`src/rtl/pe_mac_pipe.sv`:
```
// pe_mac_pipe: two-stage pipelined signed MAC processing element for the torus systolic array.
// Weight-stationary operands add an incoming partial sum; output-stationary operands accumulate locally until drained.
module pe_mac_pipe #(
  parameter int OPERAND_WIDTH = 8,
  parameter int ACC_WIDTH     = 24,
  parameter bit SATURATE      = 1'b1
) (
  input  logic                     clk_i,
  input  logic                     reset,
  input  logic                     mode_i,
  input  logic                     valid_i,
  input  logic [OPERAND_WIDTH-1:0] a_i,
  input  logic [OPERAND_WIDTH-1:0] b_i,
  input  logic                     w_load_i,
  input  logic [ACC_WIDTH-1:0]     psum_i,
  input  logic                     drain_i,
  input  logic                     clear_i,
  output logic [OPERAND_WIDTH-1:0] a_o,
  output logic [OPERAND_WIDTH-1:0] b_o,
  output logic                     valid_o,
  output logic                     w_load_o,
  output logic [ACC_WIDTH-1:0]     psum_o,
  output logic                     psum_valid_o,
  output logic                     ovf_o
);
  localparam int PW = 2 * OPERAND_WIDTH;
  localparam int SW = ACC_WIDTH + 1;

  if (ACC_WIDTH < PW) begin : g_width_check
    $error("pe_mac_pipe: ACC_WIDTH must be at least 2*OPERAND_WIDTH");
  end

  // The extra sum bit disagrees with the accumulator sign bit exactly when the true sum is out of range.
  function automatic logic out_of_range(input logic [SW-1:0] s);
    return s[SW-1] != s[SW-2];
  endfunction

  function automatic logic [ACC_WIDTH-1:0] fit(input logic [SW-1:0] s);
    logic [ACC_WIDTH-1:0] r;
    if (out_of_range(s) && SATURATE) begin
      r = s[SW-1] ? {1'b1, {(ACC_WIDTH-1){1'b0}}} : {1'b0, {(ACC_WIDTH-1){1'b1}}};
    end else begin
      r = s[ACC_WIDTH-1:0];
    end
    return r;
  endfunction

  logic [OPERAND_WIDTH-1:0] w;
  logic [OPERAND_WIDTH-1:0] mul_b;
  logic signed [PW-1:0]     a_ext;
  logic signed [PW-1:0]     b_ext;
  logic signed [PW-1:0]     product;
  logic [PW-1:0]            p1;
  logic [ACC_WIDTH-1:0]     ps1;
  logic                     v1;
  logic                     m1;
  logic [ACC_WIDTH-1:0]     acc;
  logic [SW-1:0]            p1_ext;
  logic [SW-1:0]            ws_sum;
  logic [SW-1:0]            acc_sum;
  logic [ACC_WIDTH-1:0]     acc_next;
  logic [ACC_WIDTH-1:0]     psum_next;
  logic                     psum_valid_next;
  logic                     ovf_event;
  logic                     ovf_next;

  // Stage 1 multiplies by the weight register that was in place before any load this cycle.
  assign mul_b   = mode_i ? b_i : w;
  assign a_ext   = {{OPERAND_WIDTH{a_i[OPERAND_WIDTH-1]}}, a_i};
  assign b_ext   = {{OPERAND_WIDTH{mul_b[OPERAND_WIDTH-1]}}, mul_b};
  assign product = a_ext * b_ext;

  assign p1_ext  = {{(SW-PW){p1[PW-1]}}, p1};
  assign ws_sum  = {ps1[ACC_WIDTH-1], ps1} + p1_ext;
  assign acc_sum = {acc[ACC_WIDTH-1], acc} + ((v1 && m1) ? p1_ext : {SW{1'b0}});

  // Stage 2: commit WS result or drain, update accumulator and sticky overflow
  always_comb begin
    psum_next       = psum_o;
    psum_valid_next = 1'b0;
    acc_next        = acc;
    ovf_event       = 1'b0;
    ovf_next        = ovf_o;
    if (v1 && !m1) begin
      psum_next       = fit(ws_sum);
      psum_valid_next = 1'b1;
      ovf_event       = out_of_range(ws_sum);
    end else if (drain_i) begin
      psum_next       = fit(acc_sum);
      psum_valid_next = 1'b1;
      ovf_event       = out_of_range(acc_sum);
    end else begin
      psum_next       = psum_o;
    end
    if (clear_i || drain_i) begin
      acc_next = {ACC_WIDTH{1'b0}};
    end else if (v1 && m1) begin
      acc_next  = fit(acc_sum);
      ovf_event = out_of_range(acc_sum);
    end else begin
      acc_next = acc;
    end
    ovf_next = clear_i ? 1'b0 : (ovf_o | ovf_event);
  end

  // Forwarding, weight register and both pipeline stages
  always_ff @(posedge clk_i or posedge reset) begin
    if (reset) begin
      a_o          <= {OPERAND_WIDTH{1'b0}};
      b_o          <= {OPERAND_WIDTH{1'b0}};
      valid_o      <= 1'b0;
      w_load_o     <= 1'b0;
      w            <= {OPERAND_WIDTH{1'b0}};
      p1           <= {PW{1'b0}};
      ps1          <= {ACC_WIDTH{1'b0}};
      v1           <= 1'b0;
      m1           <= 1'b0;
      acc          <= {ACC_WIDTH{1'b0}};
      psum_o       <= {ACC_WIDTH{1'b0}};
      psum_valid_o <= 1'b0;
      ovf_o        <= 1'b0;
    end else begin
      a_o          <= a_i;
      b_o          <= b_i;
      valid_o      <= valid_i;
      w_load_o     <= w_load_i;
      if (w_load_i) begin
        w <= b_i;
      end else begin
        w <= w;
      end
      p1           <= product;
      ps1          <= psum_i;
      v1           <= valid_i;
      m1           <= mode_i;
      acc          <= acc_next;
      psum_o       <= psum_next;
      psum_valid_o <= psum_valid_next;
      ovf_o        <= ovf_next;
    end
  end

endmodule

```
`config.mk`:
```
export PLATFORM = sky130hd
export DESIGN_NAME = pe_mac_pipe
export DESIGN_NICKNAME = d
export VERILOG_FILES = /design/src/rtl/pe_mac_pipe.sv
export SDC_FILE = /design/constraint.sdc
export NUM_CORES = 1
export LEC_CHECK = 0
export BUFFER_PORTS_ARGS = -buffer_cell sky130_fd_sc_hd__buf_2
export CAP_MARGIN = 20
export CORE_ASPECT_RATIO = 0.8
export CORE_UTILIZATION = 55
export CTS_CLUSTER_SIZE = 28
export DETAILED_ROUTE_END_ITERATION = 6
export PLACE_DENSITY = 0.82
export SYNTH_ARGS = -nofsm -noshare
export SYNTH_HDL_FRONTEND = slang
export SYNTH_SLANG_ARGS = --single-unit
```
`constraint.sdc`:
```
create_clock -name clk_i -period 4.1 [get_ports clk_i]
set_input_delay 0.41 -clock clk_i [delete_from_list [all_inputs] [get_ports clk_i]]
set_output_delay 0.41 -clock clk_i [all_outputs]
set_load 0.01 [all_outputs]
```
# Word level (Yosys, flattened, before mapping)
# Cells that the tools add are included.
# totals
ff_bits	117
inputBits	47
output_inout_bits	44
elab_cells	41
# classes
addsub	2
n_mul	1
eq_ne	2
mux	17
bitwise_logic	1
reduce_logical	6
# ops
operator	count
$mux 24	8
$add 24x16->25	1
$add 25x25->25	1
$mux 25	1
$mul 8x8->16	1
$mux 8	1
$mux 1	7
$reduce_bool 2->1	2
$logic_and 1x1->1	2
$ne 1x1->1	2
$logic_not 1->1	1
$logic_or 1x1->1	1
$or 1x1->1	1

# Longest topological paths before layout
# Gate-level depths: netlist (run 1).
# depth
depth_word	10
mapped_depth	21
ltp_nobuf	20

# Worst setup path after synthesis (run 1)
# No wires, ideal clock.
# synth_path
kind	input to register
start	in mode_i
end	reg p1[15]
setup_time_ns	0.125
t_arrival_ns	4.959
t_required_ns	3.975
slack_ns	-0.984
stages	19
path_buffers	1
cell_sequence	clkbuf_1 > mux2i_1 > nor2b_1 > fa_1 > inv_1 > fa_1 > inv_1 > fa_1 > inv_1 > fa_1 > inv_1 > ha_1 > nand2b_1 > a21boi_0 > o311a_1 > o21ai_0 > a21boi_0 > o41a_1 > xnor2_1
# synth_between
elab_chain_len	2
# synth_rtl
item	line_no	text
from (decl)	10	input logic mode_i,
$mux 8	68	assign mul_b = mode_i ? b_i : w;
$mul 8x8->16	71	assign product = a_ext * b_ext;
via product[15]	52	logic signed [PW-1:0] product;
to (signal assigned)	114	p1 <= {PW{1'b0}};
to (signal assigned)	132	p1 <= product;
to (decl)	53	logic [PW-1:0] p1;
# The timed path passes the listed nets, and every way through them passes these cells.
# A chain may end at the register's enable or synchronous reset.

# Worst setup path in the final report (run 1)
# layout_path
start	reg w[3]
end	reg p1[15]
# layout_between
elab_chain_len	2
# layout_rtl
item	line_no	text
from (decl)	48	logic [OPERAND_WIDTH-1:0] w;
from (signal assigned)	113	w <= {OPERAND_WIDTH{1'b0}};
from (signal assigned)	128	w <= b_i;
from (signal assigned)	130	w <= w;
$mux 8	68	
$mul 8x8->16	71	
via product[15]	52	
# The timed path passes the listed nets, and every way through them passes these cells.

==> results of run 1 <==
[worst max-delay path: stages, from the launching register on]
cell and delay [ns]:
dfrtp_1 0.38, mux2_4 0.29, and2_4 0.16, fa_1 0.56
inv_2 0.06, fa_1 0.57, inv_2 0.05, fa_1 0.48
inv_1 0.05, fa_1 0.51, inv_2 0.06, ha_4 0.22
nand2b_4 0.07, a21boi_2 0.06, o311a_1 0.32, o21ai_2 0.13
a21boi_2 0.07, o41a_1 0.32, xnor2_1 0.13
[routing by layer]
layer,track usage,share of wire,wire [microns]
met1,0.427,0.43,10800
met2,0.467,0.47,11800
met3,0.0651,0.086,2180
met4,0.108,0.023,584
met5,0,0,0
[repair_timing]
item,CTS,global route
endpoints found under the setup margin,28,48
pin swaps,16,24
setup buffers,8,7
resized for setup,24,50
endpoints found under the hold margin,0,0
[per-stage QoR]
stage | TNS, ns | hold WS [ns]
3_5_place_dp | -5.15 | 0.483
6_report | -2.31 | 0.0793
5_1_grt | -3.31 | 0.0645
2_1_floorplan | -1.76 | 0.441
3_3_place_gp | -3.85 | 0.474
4_1_cts | -2.15 | 0.0700
[sequential cells by signal (all words and copies together), names as in the netlist]
| register | count |
|---|---|
| psum_valid_o | 1 |
| b_o | 8 |
| psum_o | 24 |
| p1 | 16 |
| acc | 24 |
| ovf_o | 1 |
| m1 | 1 |
| w | 8 |
| w_load_o | 1 |
| a_o | 8 |
| ps1 | 24 |
| v1 | 1 |
[worst min-delay path by stage]
stage	endpoint	slack, ns	depth (start not counted)
after detailed placement	acc[11]	0.48	2
after CTS	ps1[22]	0.07	1
final	m1	0.08	2
after floorplan	a_o[0]	0.44	0
after global placement	acc[11]	0.47	2
after global routing	ps1[22]	0.06	1
[cells by family (layout without fill, tap and decap cells)]
logic type      Yosys count  in the layout  share of synthesized area
buf+inv                 137            341                     0.0579
compound gates          250            250                      0.185
fa+ha+maj               136            136                      0.230
xor+xnor                 53             53                     0.0502
mux                      24             24                     0.0276
flops                   117            117                      0.316
simple gates            247            247                      0.133
[cell type report]
type | count | area (sq um)
inverters | 106 | 400
fillers | 1172 | 4790
clock buffers | 18 | 439
clock inverters | 14 | 223
multi-input cells | 710 | 6120
flip-flops and latches | 117 | 2930
well taps | 220 | 275
repair buffers | 203 | 1330
[power by group through the flow]
| stage | clock, mW | combinational (mW) | sequential (mW) |
|---|---|---|---|
| 4_1_cts | 1.70 | 5.03 | 1.58 |
| 2_1_floorplan | 0 | 3.13 | 1.61 |
| 5_1_grt | 1.75 | 5.81 | 1.61 |
| 3_5_place_dp | 0 | 4.71 | 1.60 |
| 3_3_place_gp | 0 | 4.59 | 1.59 |
| 6_report | 1.69 | 5.32 | 1.59 |
[synthesized netlist by cell type, types with 21 or more instances]
master / number / share of area
a21o_1: 26 / 0.021
nor2b_1: 33 / 0.022
fa_1: 57 / 0.12
xnor2_1: 32 / 0.030
dfrtp_1: 117 / 0.32
clkbuf_1: 24 / 0.0097
nor2_1: 65 / 0.026
o21ai_0: 60 / 0.032
nand2_1: 54 / 0.022
xor2_1: 21 / 0.020
a21oi_1: 54 / 0.029
inv_1: 105 / 0.043
ha_1: 79 / 0.11
==> metrics, run 1 <==
net count after synthesis 1,147; flop2flop setup slack -0.50 ns; clock buffer depth 2; via count 8,159; Slew headroom 0.419; First-pass DRT Iterations 5; switch share 0.421; EDFF count, synth 0; number of distinct library cells after synthesis 66; clk_lat worst skew 0.43 ns; Gate power share 0.619; clk_skew 0.0124 ns; minimum clock period 4.60 ns; largest net degree at the start of global routing 51; Leak 5.77 nW; clk slew on worst S/H paths 0.06 ns; vias in the first global route 8,048; Cell Int Power 4.98 mW; NumNets Final 1,338; Slew Limit Fails 0; clock sinks 117; H-tree depth 4; failing checks negative setup slack; GRT overflow 0; WP data required 4.41 ns; Switch Pwr 3.62 mW; final number of setup-violating endpoints 7; Mapped Area 0.00925 sq mm; crit path from w[3]; cts bufs inserted 17; Rows 42; max-cap violation count 0; HPWL Detailed 18,200 microns; syn avg cell area 9.60 sq um; design area 0.0117 sq mm; final setup margin -0.504 ns; Synth async-reset ratio 1.00; Reg-to-Reg End p1[15]; PnR Total Power 8.60 mW; CP endpoint p1[15]; initial antenna violation count 1; Hold Vio Cnt, Final 0; Setup crit end kind register; kind of critical path reg -> reg; FF+latch count, synth 117; commonest cells after routing, fill and taps aside dfrtp_1 (115), buf_4 (107), inv_1 (100); commonest non-fill, non-tap cell in the layout dfrtp_1; status finished, violations left; RSZ-0062 raised after global routing yes; DR WL/cell 18.3 microns; PortBufs 90; Routability Congestion 0.988; Syn Inst Count 964; CTS tree built; maximum VDD drop 680 uV; worst min path class in -> async; Starting Density 0.561; Post-Route WL 25,400 microns; part of the Yosys area used for sequential elements 0.316; post-route ant nets 0; DRT iter0 DRCs 719; Ports 91; Post-Layout Cell Count 1,388; register share of total power 0.185; first-pass GRT wire length 41,000 microns; Via density 5.88; synth warn 0; core area 0.0165 sq mm; ys flop type dfrtp_1; cts hold-fix bufs 0; Power Density 735 mW/mm^2; Setup Slack @ Placement -0.846 ns; share of cells above drive strength 1 0.278; post-place instance area 0.0107 sq mm; DRC Markers 0; area grow syn2layout 26.6%; Total GRT Usage 0.305; crit path DAT 4.92 ns; worst-margin pin slew 0.865 ns; # placed instances 1,344; Die W 147 microns; Critical Path Source Type register; CP Max Fanout 4; die height 118 microns; Clock power frac 0.196; fmax 217 MHz; Root Buffer clkbuf_16; ANT cells 0; full die area 0.0174 sq mm; Reg2Reg Launch Point w[3]; Tcrit/Tclk final 1.12; Core Util, Final 0.710; FF-to-FF path depth 18
Note: power is estimated with default switching activity, not from simulation.
==> run 2, diff against run 1 <==
--- a/config.mk
+++ b/config.mk
@@ -8,10 +8,11 @@
 export BUFFER_PORTS_ARGS = -buffer_cell sky130_fd_sc_hd__buf_2
 export CAP_MARGIN = 20
 export CORE_ASPECT_RATIO = 0.8
-export CORE_UTILIZATION = 55
+export CORE_UTILIZATION = 40
 export CTS_CLUSTER_SIZE = 28
 export DETAILED_ROUTE_END_ITERATION = 6
-export PLACE_DENSITY = 0.82
+export PLACE_DENSITY = 0.64
+export SETUP_SLACK_MARGIN = 0.5
 export SYNTH_ARGS = -nofsm -noshare
 export SYNTH_HDL_FRONTEND = slang
 export SYNTH_SLANG_ARGS = --single-unit
==> constraint.sdc (replaced) <==
create_clock -name clk_i -period 4.1 [get_ports clk_i]
set_input_delay 0.41 -clock clk_i [delete_from_list [all_inputs] [get_ports clk_i]]
set_output_delay 0.41 -clock clk_i [all_outputs]
set_load 0.02 [all_outputs]
==> metrics, run 2 (same netlist as run 1, synthesis figures left out) <==
Hold Vio Cnt, Final 0; vias in the first global route 8,393; commonest non-fill, non-tap cell in the layout dfrtp_1; full die area 0.0238 sq mm; core area 0.0226 sq mm; RSZ-0062 raised after global routing yes; ANT cells 0; Routability Congestion 0.924; max-cap violation count 0; CP peak stage delay 0.56 ns; failing checks negative setup slack; FF/Latch Area 0.00293 sq mm; Rows 49; GRT overflow 0; DR WL/cell 18.0 microns; clk_skew 0.0117 ns; worst path cell trace mux2_4 -> and2_4 -> fa_1 -> inv_2 -> fa_1 -> inv_2 -> fa_1 -> inv_1 -> fa_1 -> inv_2 -> ha_4 -> nand2b_4 -> a21boi_4 -> o311a_1 -> o21ai_2 -> a21boi_2 -> o41a_1 -> xnor2_1; status finished, violations left; Root Buffer clkbuf_16; clk slew on worst S/H paths 0.06 ns; Worst path most repeated cell fa_1; Post-Route WL 27,200 microns; Setup crit end kind register; Filler Cell Count 1,945; PortBufs 90; commonest cells after routing, fill and taps aside dfrtp_1 (115), buf_4 (112), inv_1 (93); post-route ant nets 0; worst-margin pin slew 1.10 ns; fmax 217 MHz; Total GRT Usage 0.240; via count 8,097; CP Max Fanout 6; crit-path leading delay family adder cells; kind of critical path reg -> reg; die height 138 microns; WP data required 4.40 ns; Leak 6.12 nW; first-pass GRT wire length 44,200 microns; CTS tree built; Ports 91; minimum clock period 4.60 ns; DRT iter0 DRCs 716; Multi-input gate area 0.00658 sq mm; First-pass DRT Iterations 5; Slew headroom 0.269; Tcrit/Tclk final 1.12; WHS 0.0888 ns; worst path bufs/invs 4; Post-Route Setup TNS -2.27 ns; area grow syn2layout 38.0%; clock sinks 117; Critical Path Source Type register; worst min path class in -> reg; Slew Limit Fails 0; Starting Density 0.410; clk_lat worst skew 0.42 ns; cts hold-fix bufs 0; PnR Total Power 9.11 mW; Power Density 713 mW/mm^2; largest net degree at the start of global routing 72; share of cells above drive strength 1 0.354; HPWL Detailed 19,000 microns; Largest regs acc (24), ps1 (24), psum_o (24); NumNets Final 1,378; slowest cell on the critical path fa_1; clock buffer depth 2; post-place instance area 0.0109 sq mm; Die W 172 microns; design area 0.0128 sq mm; final setup margin -0.503 ns; crit path DAT 4.90 ns; DRC Markers 0; Via density 5.35; initial antenna violation count 1; maximum VDD drop 515 uV; H-tree depth 4; final number of setup-violating endpoints 8; cts bufs inserted 17
[run 2: cell types whose count changed in the layout (fill, tap and decap cells not counted), moves of 6 or more]
cell,change
a21oi_1,-6
buf_12,+7
buf_6,+19
clkinvlp_4,+6
inv_1,-7
nor2_1,-7
o21ai_0,-22
o21ai_2,+7
o21ai_4,+12
[run 2: repair_timing]
item	in CTS	in global routing
cloned	4	0
resized for setup	117	75
endpoints found under the setup margin	56	59
pin swaps	38	32
buffers inserted	32	19
[run 2: metal layers]
layer | global-route usage | vias up | wire [microns]
met3 | 0.0541 | 48 | 1520
met2 | 0.360 | 265 | 12500
li1 | - | 3806 | -
met4 | 0.0727 | 0 | 534
met1 | 0.343 | 3978 | 12700
met5 | 0 | - | 0
[run 2: layout make-up]
cell class,instances,area share
clock buffer,18,0.0344
clock inverter,14,0.0101
inverter,106,0.0319
multi-input combinational,710,0.515
sequential,117,0.229
tap,306,0.0300
timing repair buffer,243,0.149
[run 2: path summary, 6_finish.rpt]
path / slack [ns] / cells after the start / to / from
max in group asynchronous: 3.00 / 3 / ps1[21] / reset
hold reg to reg: 0.50 / 2 / acc[19] / acc[19]
setup / recovery: -0.50 / 18 / p1[15] / w[2]
min in group asynchronous: 0.20 / 2 / w_load_o / reset
hold / removal: 0.09 / 1 / ps1[23] / psum_i[23]
setup reg to reg: -0.50 / 18 / p1[15] / w[2]
[run 2: stage by stage]
step	instances	worst slack [ns]	utilization
after CTS	1495	-0.447	0.546
after global routing	1514	-0.644	0.566
after global placement	1425	-0.752	0.481
after floorplan	964	-0.500	-
after detailed placement	1427	-0.835	0.482
final	1514	-0.503	0.566
[run 2: power breakdown]
part           switching [mW]  internal, mW
Clock                   0.611         0.854
Sequential              0.184          1.42
Combinational            3.12          2.91
